[src/rtl/uart_tx_module.sv]
// UART transmitter: 8 data bits LSB first, optional even/odd parity, 1 or 2
// stop bits. A one-byte holding register lets the producer queue the next
// byte while the current frame shifts, so consecutive frames have no gap.
module uart_tx_module #(
  parameter int CLKS_PER_BIT = 434,
  parameter int PARITY       = 0,
  parameter int STOP_BITS    = 1
) (
  input  logic       clk,
  input  logic       rst,
  input  logic [7:0] data_byte,
  input  logic       data_valid,
  output logic       data_ready,
  output logic       data_line,
  output logic       busy,
  output logic       tx_done
);

  localparam int CNT_W = (CLKS_PER_BIT > 1) ? $clog2(CLKS_PER_BIT) : 1;
  localparam logic [CNT_W-1:0] CNT_LAST  = CNT_W'(CLKS_PER_BIT - 1);
  localparam logic [2:0]       STOP_LAST = 3'(STOP_BITS - 1);

  typedef enum logic [2:0] {
    IDLE  = 3'd0,
    START = 3'd1,
    DATA  = 3'd2,
    PAR   = 3'd3,
    STOP  = 3'd4
  } state_t;

  // Parity bit for a byte: mode 2 is odd parity, anything else even.
  function automatic logic parity_bit(input logic [7:0] b, input int mode);
    logic p;
    if (mode == 2) begin
      p = ~^b;
    end else begin
      p = ^b;
    end
    return p;
  endfunction

  state_t           state_r, state_s;
  logic [7:0]       hold_r, hold_s;
  logic             hold_full_r, hold_full_s;
  logic [7:0]       shift_r, shift_s;
  logic             par_r, par_s;
  logic [2:0]       bit_idx_r, bit_idx_s;
  logic [CNT_W-1:0] cnt_r, cnt_s;
  logic             data_line_r, data_line_s;
  logic             data_ready_r, data_ready_s;
  logic             busy_r, busy_s;
  logic             tx_done_r, tx_done_s;
  logic             bit_end_s;
  logic             load_s;

  // Next-state, datapath and next-output computation for the frame sequencer.
  always_comb begin
    state_s     = state_r;
    hold_s      = hold_r;
    hold_full_s = hold_full_r;
    shift_s     = shift_r;
    par_s       = par_r;
    bit_idx_s   = bit_idx_r;
    cnt_s       = cnt_r;
    load_s      = 1'b0;
    bit_end_s   = (cnt_r == CNT_LAST);

    case (state_r)
      IDLE: begin
        bit_idx_s = 3'd0;
        if (hold_full_r) begin
          load_s = 1'b1;
        end else begin
          state_s = IDLE;
        end
      end
      START: begin
        if (bit_end_s) begin
          state_s   = DATA;
          bit_idx_s = 3'd0;
        end else begin
          state_s = START;
        end
      end
      DATA: begin
        if (bit_end_s) begin
          shift_s = {1'b0, shift_r[7:1]};
          if (bit_idx_r == 3'd7) begin
            bit_idx_s = 3'd0;
            state_s   = (PARITY != 0) ? PAR : STOP;
          end else begin
            bit_idx_s = bit_idx_r + 3'd1;
          end
        end else begin
          state_s = DATA;
        end
      end
      PAR: begin
        if (bit_end_s) begin
          state_s   = STOP;
          bit_idx_s = 3'd0;
        end else begin
          state_s = PAR;
        end
      end
      STOP: begin
        if (bit_end_s) begin
          if (bit_idx_r == STOP_LAST) begin
            bit_idx_s = 3'd0;
            if (hold_full_r) begin
              load_s = 1'b1;
            end else begin
              state_s = IDLE;
            end
          end else begin
            bit_idx_s = bit_idx_r + 3'd1;
          end
        end else begin
          state_s = STOP;
        end
      end
      default: begin
        state_s   = IDLE;
        bit_idx_s = 3'd0;
      end
    endcase

    // Bit timer runs only inside a frame and wraps at every bit boundary.
    if ((state_r != IDLE) && !bit_end_s) begin
      cnt_s = cnt_r + CNT_W'(1);
    end else begin
      cnt_s = '0;
    end

    // Loading drains the holding register; accepting fills it. Loading needs
    // a full register and accepting an empty one, so they never coincide.
    if (load_s) begin
      shift_s     = hold_r;
      par_s       = parity_bit(hold_r, PARITY);
      hold_full_s = 1'b0;
      state_s     = START;
      bit_idx_s   = 3'd0;
    end else if (data_valid && !hold_full_r) begin
      hold_s      = data_byte;
      hold_full_s = 1'b1;
    end else begin
      hold_full_s = hold_full_r;
    end

    // Outputs are registered, so they are derived from the next state.
    case (state_s)
      START:   data_line_s = 1'b0;
      DATA:    data_line_s = shift_s[0];
      PAR:     data_line_s = par_s;
      default: data_line_s = 1'b1;
    endcase
    tx_done_s    = (state_s == STOP) && (cnt_s == CNT_LAST) && (bit_idx_s == STOP_LAST);
    busy_s       = (state_s != IDLE) || hold_full_s;
    data_ready_s = !hold_full_s;
  end

  // State, datapath and output registers; reset aborts any frame in flight.
  always_ff @(posedge clk or posedge rst) begin
    if (rst) begin
      state_r      <= IDLE;
      hold_r       <= 8'h00;
      hold_full_r  <= 1'b0;
      shift_r      <= 8'h00;
      par_r        <= 1'b0;
      bit_idx_r    <= 3'd0;
      cnt_r        <= '0;
      data_line_r  <= 1'b1;
      data_ready_r <= 1'b1;
      busy_r       <= 1'b0;
      tx_done_r    <= 1'b0;
    end else begin
      state_r      <= state_s;
      hold_r       <= hold_s;
      hold_full_r  <= hold_full_s;
      shift_r      <= shift_s;
      par_r        <= par_s;
      bit_idx_r    <= bit_idx_s;
      cnt_r        <= cnt_s;
      data_line_r  <= data_line_s;
      data_ready_r <= data_ready_s;
      busy_r       <= busy_s;
      tx_done_r    <= tx_done_s;
    end
  end

  assign data_line  = data_line_r;
  assign data_ready = data_ready_r;
  assign busy       = busy_r;
  assign tx_done    = tx_done_r;

endmodule

[config.mk]
export PLATFORM = sky130hd
export DESIGN_NAME = uart_tx_module
export DESIGN_NICKNAME = d
export VERILOG_FILES = /design/src/rtl/uart_tx_module.sv
export SDC_FILE = /design/constraint.sdc
export NUM_CORES = 1
export LEC_CHECK = 0
export ABC_CLOCK_PERIOD_IN_PS = 2400
export BUFFER_PORTS_ARGS = -buffer_cell sky130_fd_sc_hd__clkbuf_2
export CORE_ASPECT_RATIO = 1.1
export CORE_MARGIN = 1.5
export CORE_UTILIZATION = 50
export DETAILED_ROUTE_END_ITERATION = 8
export PLACE_DENSITY = 0.68
export SKIP_LAST_GASP = 1
export SYNTH_ARGS = -nofsm -noshare
export SYNTH_HDL_FRONTEND = slang
export SYNTH_SLANG_ARGS = --single-unit
export TNS_END_PERCENT = 30
[constraint.sdc]
create_clock -name clk -period 2.4 [get_ports clk]
set_input_delay 0.36 -clock clk [delete_from_list [all_inputs] [get_ports clk]]
set_output_delay 0.36 -clock clk [all_outputs]
set_load 0.05 [all_outputs]
==> results of run 1 <==
[cell families after synthesis]
kind of cell,share of synthesized area
multiplexers,0.05687
buffers and inverters,0.03007
adder cells (fa/ha/maj),0.03268
AND/OR/NAND/NOR,0.1843
flip-flops,0.4850
XOR/XNOR,0.06863
AO/OA/AOI/OAI,0.1425
[flip-flops by register name, indices dropped and copies added (netlist names)]
register and count:
hold_r 8, par_r 1, tx_done 1, busy 1
cnt_r 9, hold_full_r 1, shift_r 8, data_line 1
data_ready 1, bit_idx_r 3, state_r 3
[where the power goes]
group	leakage (nW)	internal, mW	switching (mW)	total, mW
combinational	0.487	0.354	0.329	0.683
sequential	0.456	0.831	0.193	1.02
clock	0.0512	0.232	0.220	0.452
total	0.994	1.42	0.742	2.16
[worst reg2reg max path, stage by stage (launching register included)]
cell and delay [ns]:
dfrtp_1 0.40, inv_1 0.11, ha_1 0.15, nor2b_1 0.45, a31oi_4 0.14, nor2_1 0.26
buf_4 0.25, a22o_1 0.18, a21o_1 0.08
[per-layer routing]
layer  GRT usage  vias to the layer above
li1            -                      678
met1      0.2537                      668
met2      0.3086                       31
met3     0.04159                        2
met4      0.1250                        0
met5           0                        -
[worst max-delay path by stage]
stage | from | to | slack (ns)
after global placement | bit_idx_r[0] | busy | 0.40
after global routing | bit_idx_r[0] | shift_r[2] | 0.20
after detailed placement | bit_idx_r[0] | busy | 0.39
after floorplan | bit_idx_r[0] | data_line | 0.59
final | bit_idx_r[0] | shift_r[2] | 0.33
after CTS | bit_idx_r[0] | busy | 0.36
[metrics by stage]
stage	cells	cell area [sq um]	util	hold slack, ns	setup slack [ns]
finish	250	2146	0.5871	0.1393	0.3325
global route	250	2146	0.5871	0.1718	0.1962
floorplan	179	1914	-	0.4468	0.5893
detailed placement	242	2049	0.5608	0.4710	0.3912
CTS	250	2146	0.5871	0.1460	0.3567
global placement	242	2049	0.5608	0.4619	0.4019
[cells in the final DEF, fill, tap and decap left out, types with 5 or more instances in the layout]
cell      synthesis  routed
nor2_1           15      15
nand2b_1          5       5
ha_1              5       5
o21ai_0           5       5
a21oi_1           7       7
xor2_1            7       7
a21o_1            8       8
xnor2_1           8       8
inv_1            10      10
a22o_1            6       6
mux2_2            7       7
dfrtp_1          35      35
clkbuf_8          0       6
nand2_1           8       8
nand3_1          11      11
clkbuf_2          0      14
[area by class of cell]
type | instances | area (sq um) | area share
inverters | 10 | 37.54 | 0.01749
repair buffers | 17 | 92.59 | 0.04315
clock buffers | 6 | 82.58 | 0.03848
clock inverters | 2 | 13.76 | 0.006414
flip-flops and latches | 37 | 928.4 | 0.4327
multi-input cells | 128 | 928.4 | 0.4327
well taps | 50 | 62.56 | 0.02915
==> qor.txt, run 1 <==
Outcome: completed
Hold buffers post-CTS: 0
Largest delay share family, worst path: simple AND/OR/NAND/NOR gates
Worst Tran Pin Value: 0.7361 ns
Synth top area share: 0.4575
Initial antenna violation count: 0
Most frequent cell after synthesis: dfrtp_1
Cell Area, Synth: 1914 sq um
Core Rows: 23
Tot GR Track Use: 0.2005
CTS tree: done
WL/cell: 14.55 um
Die width: 62.00 um
TritonCTS Buffers: 5
Max IR drop VDD: 0.6177 mV
Crit path depth: 8
Met1 WL: 1.621 mm
GPL Wtd Cong: 0.8295
Worst reg2reg setup slack: 0.33 ns
Die area: 4209 sq um
Avg Cell Area, Syn: 10.69 sq um
# Post-CTS Setup Buffers: 0
Reg2reg path depth: 8
Initial Utilization: 0.5238
Yosys top cell by area: dfrtp_1
Max Clk Rate: 0.4837 GHz
CTS max path bufs: 2
HP Class: in -> async
Core ar.: 3655 sq um
Fill count: 351
H-tree depth: 2
Largest cells by area after synthesis: dfrtp_1 46%, mux2_2 4.1%, xnor2_1 3.7%, ha_1 3.3%, xor2_1 3.2%
Synth warn: 0
Max Cap Viol: 0
CP cell instances: inv_1, ha_1, nor2b_1, a31oi_4, nor2_1, buf_4, a22o_1, a21o_1
Top Layer Used: met4
Leak: 0.9941 nW
DR vias/cell: 5.516
Slew HR: 0.5083
Post-synth EDFFs: 0
Main synth FF type: dfrtp_1
CP Capture Type: register
Via count: 1379
Syn Inst Count: 179
Yosys reg bits: 37
First-pass GRT wire length: 6.016 mm
RSZ-0062 raised after global routing: no
Crit path DAT: 2.31 ns
Crit Path Category: reg -> reg
Sink Count: 37
Fin. Hold Viols: 0
I/O Buffers: 14
Nets: 215
Routed length on met3: 170 um
DRT Pass-1 Iters: 4
Worst r2r src: bit_idx_r[0]
Yosys cell types: 43
Area Growth Syn to Fin: 12.09%
Critical Path Fanout Max: 9
Power Total: 2.159 mW
Vias in the first global route: 1349
Global route total overflow: 0
Slew Viols, Final: 0
Crit path buf inv count: 2
Crit start category: register
Routed length on met2: 1.832 mm
Seq/Total Area, Yosys: 0.4850
RR Endpoint: shift_r[2]
Cell Pwr Density: 1006 nW/um^2
# DRC: 0
CTS resizes: 0
Diodes inserted: 0
Final wirelength: 3.638 mm
Req. time, crit path: 2.64 ns
Clk slew on worst S/H paths: 0.07 ns
DP HPWL: 2.602 mm
Initial DRC count: 81
Final Setup Violations: 0
Setup_tns: 0 ns
CTS root buffer: clkbuf_8
Async set-reset flop share out of synthesis: 1.000
Post-synth top cells: 35 x dfrtp_1, 15 x nor2_1, 11 x nand3_1
Period utilization: 0.8614
Die Y-Extent: 67.90 um
Fraction of final layout cells sized beyond drive strength 1: 0.2000
Slowest-stage cell, CP: nor2b_1
Final min period: 2.067 ns
Clock Latency Late Sink: 0.30 ns
I/O Pins: 15
Worst stage delay on the critical path: 0.45 ns
Largest net degree at the start of global routing: 38
Skew final: 0.008997 ns
ANT nets after route: 0
Syn Nets: 195
Power figures use the tool's default switching activity.
==> run 2: changes to the inputs <==
CELL_PAD_IN_SITES_DETAIL_PLACEMENT = 0   (was unset)
CELL_PAD_IN_SITES_GLOBAL_PLACEMENT = 1   (was unset)
CORE_UTILIZATION = 47   (was 50)
PLACE_DENSITY = unset   (was 0.68)
PLACE_DENSITY_LB_ADDON = 0.1   (was unset)
==> qor.txt, run 2 (synthesis gave the netlist of run 1 again) <==
Max Cap Viol: 0
Critical Path Fanout Max: 9
CTS resizes: 0
Initial antenna violation count: 0
# DRC: 0
Slew Viols, Final: 0
CTS max path bufs: 2
Final Setup Violations: 0
# Post-CTS Setup Buffers: 0
TritonCTS Buffers: 5
Area Growth Syn to Fin: 13.40%
Tot GR Track Use: 0.1911
GPL Wtd Cong: 0.7645
Slowest-stage cell, CP: nor2b_1
WL/cell: 15.04 um
I/O Buffers: 14
Clock Latency Late Sink: 0.29 ns
Crit start category: register
Die width: 63.85 um
Core Rows: 24
Max IR drop VDD: 0.5859 mV
Setup_tns: 0 ns
CP cell instances: inv_1, ha_1, nor2b_1, a31oi_4, nor2_1, buf_4, a22o_1, a21o_1
Largest delay share family, worst path: simple AND/OR/NAND/NOR gates
Reg with most FFs: cnt_r
Clk slew on worst S/H paths: 0.08 ns
Power Total: 2.179 mW
Final core utilization: 0.5518
Crit path DAT: 2.29 ns
Largest net degree at the start of global routing: 38
RSZ-0062 raised after global routing: no
Fin. Hold Viols: 0
DR vias/cell: 5.482
DRT Pass-1 Iters: 4
Max Clk Rate: 0.4836 GHz
Worst stage delay on the critical path: 0.47 ns
Diodes inserted: 0
Leading cell type in the layout, fill and taps excluded: dfrtp_1
Commonest non-fill, non-tap cells in the layout: 35 x dfrtp_1, 15 x nor2_1, 14 x clkbuf_2
HP Class: in -> async
Period utilization: 0.8616
Initial Utilization: 0.4866
Crit Path Category: reg -> reg
First-pass GRT wire length: 6.630 mm
Nets: 218
Hold buffers post-CTS: 0
H-tree depth: 2
Worst Tran Pin Value: 0.5580 ns
Largest regs: cnt_r: 9 flops, hold_r: 8 flops, shift_r: 8 flops
Cell Pwr Density: 1004 nW/um^2
Final wirelength: 3.834 mm
Global route total overflow: 0
Final min period: 2.068 ns
CTS tree: done
Die area: 4465 sq um
Skew final: 0.005196 ns
Req. time, crit path: 2.62 ns
CP Capture Type: register
Outcome: completed
Fraction of final layout cells sized beyond drive strength 1: 0.2118
Leak: 1.009 nW
DP HPWL: 2.816 mm
Sink Count: 37
CTS root buffer: clkbuf_8
Fill count: 356
Die Y-Extent: 69.94 um
Crit path buf inv count: 2
Flip-flop count of the largest register after layout: 9
Vias in the first global route: 1432
Core ar.: 3934 sq um
Initial DRC count: 92
Slew HR: 0.6272
Via count: 1398
I/O Pins: 15
ANT nets after route: 0
run 2: cell count changes in the layout (fill, tap and decap cells not counted):
| cell | previous run | this run |
|---|---|---|
| buf_4 | 3 | 6 |
run 2: path summary, 6_finish.rpt:
path	start	endpoint	slack, ns	cells after the start
max	bit_idx_r[0]	shift_r[5]	0.33	8
min	rst	cnt_r[5]	0.15	3
max reg2reg	bit_idx_r[0]	shift_r[5]	0.33	8
min reg2reg	shift_r[4]	shift_r[4]	0.48	1
max in group asynchronous	rst	data_line	1.89	3
min in group clk	data_byte[0]	hold_r[0]	0.29	3
run 2: tightest hold or removal path: cells and delay by family:
| family | cells | cell delay [ns] |
|---|---|---|
| buf+inv | 3 | 0.52 |
run 2: stage by stage:
stage	std cells	worst slack (ns)	cell area [sq um]	hold slack, ns
after CTS	255	0.3442	2171	0.1595
after global placement	247	0.4538	2074	0.4608
after global routing	255	0.1993	2171	0.1993
final	255	0.3321	2171	0.1544
after detailed placement	247	0.3605	2074	0.4661
after floorplan	179	0.5893	1914	0.4468
run 2: where the power goes:
group | internal, mW | leakage (nW) | switching, mW
logic | 0.359 | 0.502 | 0.338
clock network | 0.233 | 0.0512 | 0.227
registers | 0.831 | 0.456 | 0.191
total | 1.42 | 1.01 | 0.756
run 2: layout make-up:
class                   instances  area, sq um  area share
clock buffers                   6        82.58     0.03804
clock inverters                 2        13.76    0.006340
inverters                      10        37.54     0.01729
multi-input cells             128        928.4      0.4277
flip-flops and latches         37        928.4      0.4277
well taps                      52        65.06     0.02997
repair buffers                 20        115.1     0.05303
run 2: per-layer routing:
layer	vias to the layer above	track usage	wire length, um
li1	685	-	-
met1	684	0.2447	1762
met2	23	0.3241	1899
met3	6	0.04187	134
met4	0	0.05314	38
met5	-	0	0
==> run 3: changes to the inputs <==
ABC_CLOCK_PERIOD_IN_PS = 2000   (was 2400)
CORE_MARGIN = 5   (was 1.5)
clock period = 2 ns   (was 2.4 ns; I/O delays follow)
==> qor.txt, run 3 (synthesis gave the netlist of run 1 again) <==
Outcome: completed
Initial Utilization: 0.4830
Register share of total power: 0.444
Leading cell type in the layout, fill and taps excluded: dfrtp_1
Max IR drop VDD: 0.7024 mV
GPL Wtd Cong: 0.8606
Final min period: 1.879 ns
H-tree depth: 2
Period utilization: 0.9395
I/O Buffers: 14
Diodes inserted: 0
Crit path DAT: 2.07 ns
Die area: 5451 sq um
Fin. Hold Viols: 0
Initial antenna violation count: 0
Met2 Use GR: 0.2291
DP HPWL: 2.767 mm
TritonCTS Buffers: 5
CP Capture Type: register
Power Total: 2.673 mW
CTS max path bufs: 2
Worst Setup SP: cnt_r[1]
WL/cell: 14.32 um
Sw Ratio: 0.3447
DR vias/cell: 5.444
Final Non-Filler Cells: 261
Max Clk Rate: 0.5322 GHz
Setup_tns: 0 ns
Met1 usage: 0.1876
RSZ-0062 raised after global routing: yes
I/O Pins: 15
Clock Latency Late Sink: 0.28 ns
Flip-flop count of the largest register after layout: 9
Vias in the first global route: 1377
Commonest non-fill, non-tap cells in the layout: 35 x dfrtp_1, 15 x nor2_1, 14 x clkbuf_2
Cell count after placement: 253
Reg with most FFs: cnt_r
Core Rows: 24
Max Cap Viol: 0
Logic gate share of total power: 0.352
CTS tree: done
Hold buffers post-CTS: 0
Tot GR Track Use: 0.1454
Die width: 70.85 um
Via count: 1421
Fraction of final layout cells sized beyond drive strength 1: 0.2440
Global route total overflow: 0
DRT Pass-1 Iters: 4
Largest regs: cnt_r: 9 flops, hold_r: 8 flops, shift_r: 8 flops
Skew final: 0.008814 ns
Sink Count: 37
Top Usage Layer GRT: met2
Worst r2r src: cnt_r[1]
Req. time, crit path: 2.19 ns
Core ar.: 3964 sq um
Slew HR: 0.6592
# DRC: 0
Clk pwr share: 0.204
Power Internal: 1.751 mW
Clk slew on worst S/H paths: 0.08 ns
Crit start category: register
Critical Path Fanout Max: 3
ANT nets after route: 0
Sw Pwr: 0.9212 mW
Nets: 224
First-pass GRT wire length: 6.244 mm
CTS root buffer: clkbuf_8
Leak: 1.041 nW
Largest net degree at the start of global routing: 38
Crit Path Category: reg -> reg
Initial DRC count: 80
Cell Pwr Density: 1201 nW/um^2
Final Setup Violations: 0
Met3 GRT Util: 0.04052
HP Class: in -> async
Worst Tran Pin Value: 0.5096 ns
Final core utilization: 0.5612
Area Growth Syn to Fin: 16.21%
Die Y-Extent: 76.94 um
Final wirelength: 3.738 mm
Slew Viols, Final: 0
==> run 3: power groups by stage <==
stage	clock, mW	combinational, mW	sequential, mW
final	0.546	0.940	1.19
after global routing	0.604	1.05	1.22
after CTS	0.558	0.948	1.19
after detailed placement	0	0.944	1.20
after global placement	0	0.910	1.19
after floorplan	0	0.664	1.21
==> run 3: worst paths after layout <==
kind | slack [ns] | depth (start not counted) | to
min | 0.1 | 3 | shift_r[2]
max | 0.12 | 7 | data_line
min in group clk | 0.24 | 3 | hold_r[0]
max in group asynchronous | 1.56 | 3 | data_line
min reg2reg | 0.48 | 1 | shift_r[3]
max reg2reg | 0.12 | 7 | data_line
==> run 3: final cells by class <==
cell class	count	area (sq um)
fill	361	1739
sequential	37	928.4
tap	52	65.06
timing repair buffer	26	160.2
clock buffer	6	82.58
inverter	10	37.54
clock inverter	2	13.76
multi-input combinational	128	937.1
==> run 3: timing repair <==
| item | in CTS | in global routing |
|---|---|---|
| resized for setup | 0 | 2 |
| setup buffers | 0 | 0 |
| setup endpoints to repair | 0 | 2 |
| hold endpoints to repair | 0 | 0 |
==> run 3: stage by stage <==
step / cell area, sq um / setup slack [ns] / hold slack, ns
after floorplan: 1914 / 0.1893 / 0.4168
after global placement: 2120 / 0.1173 / 0.4067
after detailed placement: 2120 / 0.08629 / 0.4175
after CTS: 2216 / 0.08550 / 0.1065
after global routing: 2225 / -0.01567 / 0.1394
final: 2225 / 0.1209 / 0.09529
==> run 3: worst max-delay path: stages, from the launching register on <==
cell and delay [ns]:
dfrtp_1 0.38, inv_1 0.06, ha_1 0.15, nand4bb_1 0.20, or4_1 0.54, a21oi_2 0.21, or2_1 0.14, o221ai_1 0.11
==> run 3: routing by layer <==
| metal | share of wire | vias to the layer above | wire (um) |
|---|---|---|---|
| li1 | - | 695 | - |
| met1 | 0.46 | 683 | 1721 |
| met2 | 0.48 | 39 | 1811 |
| met3 | 0.045 | 4 | 168 |
| met4 | 0.010 | 0 | 38 |
| met5 | 0 | - | 0 |
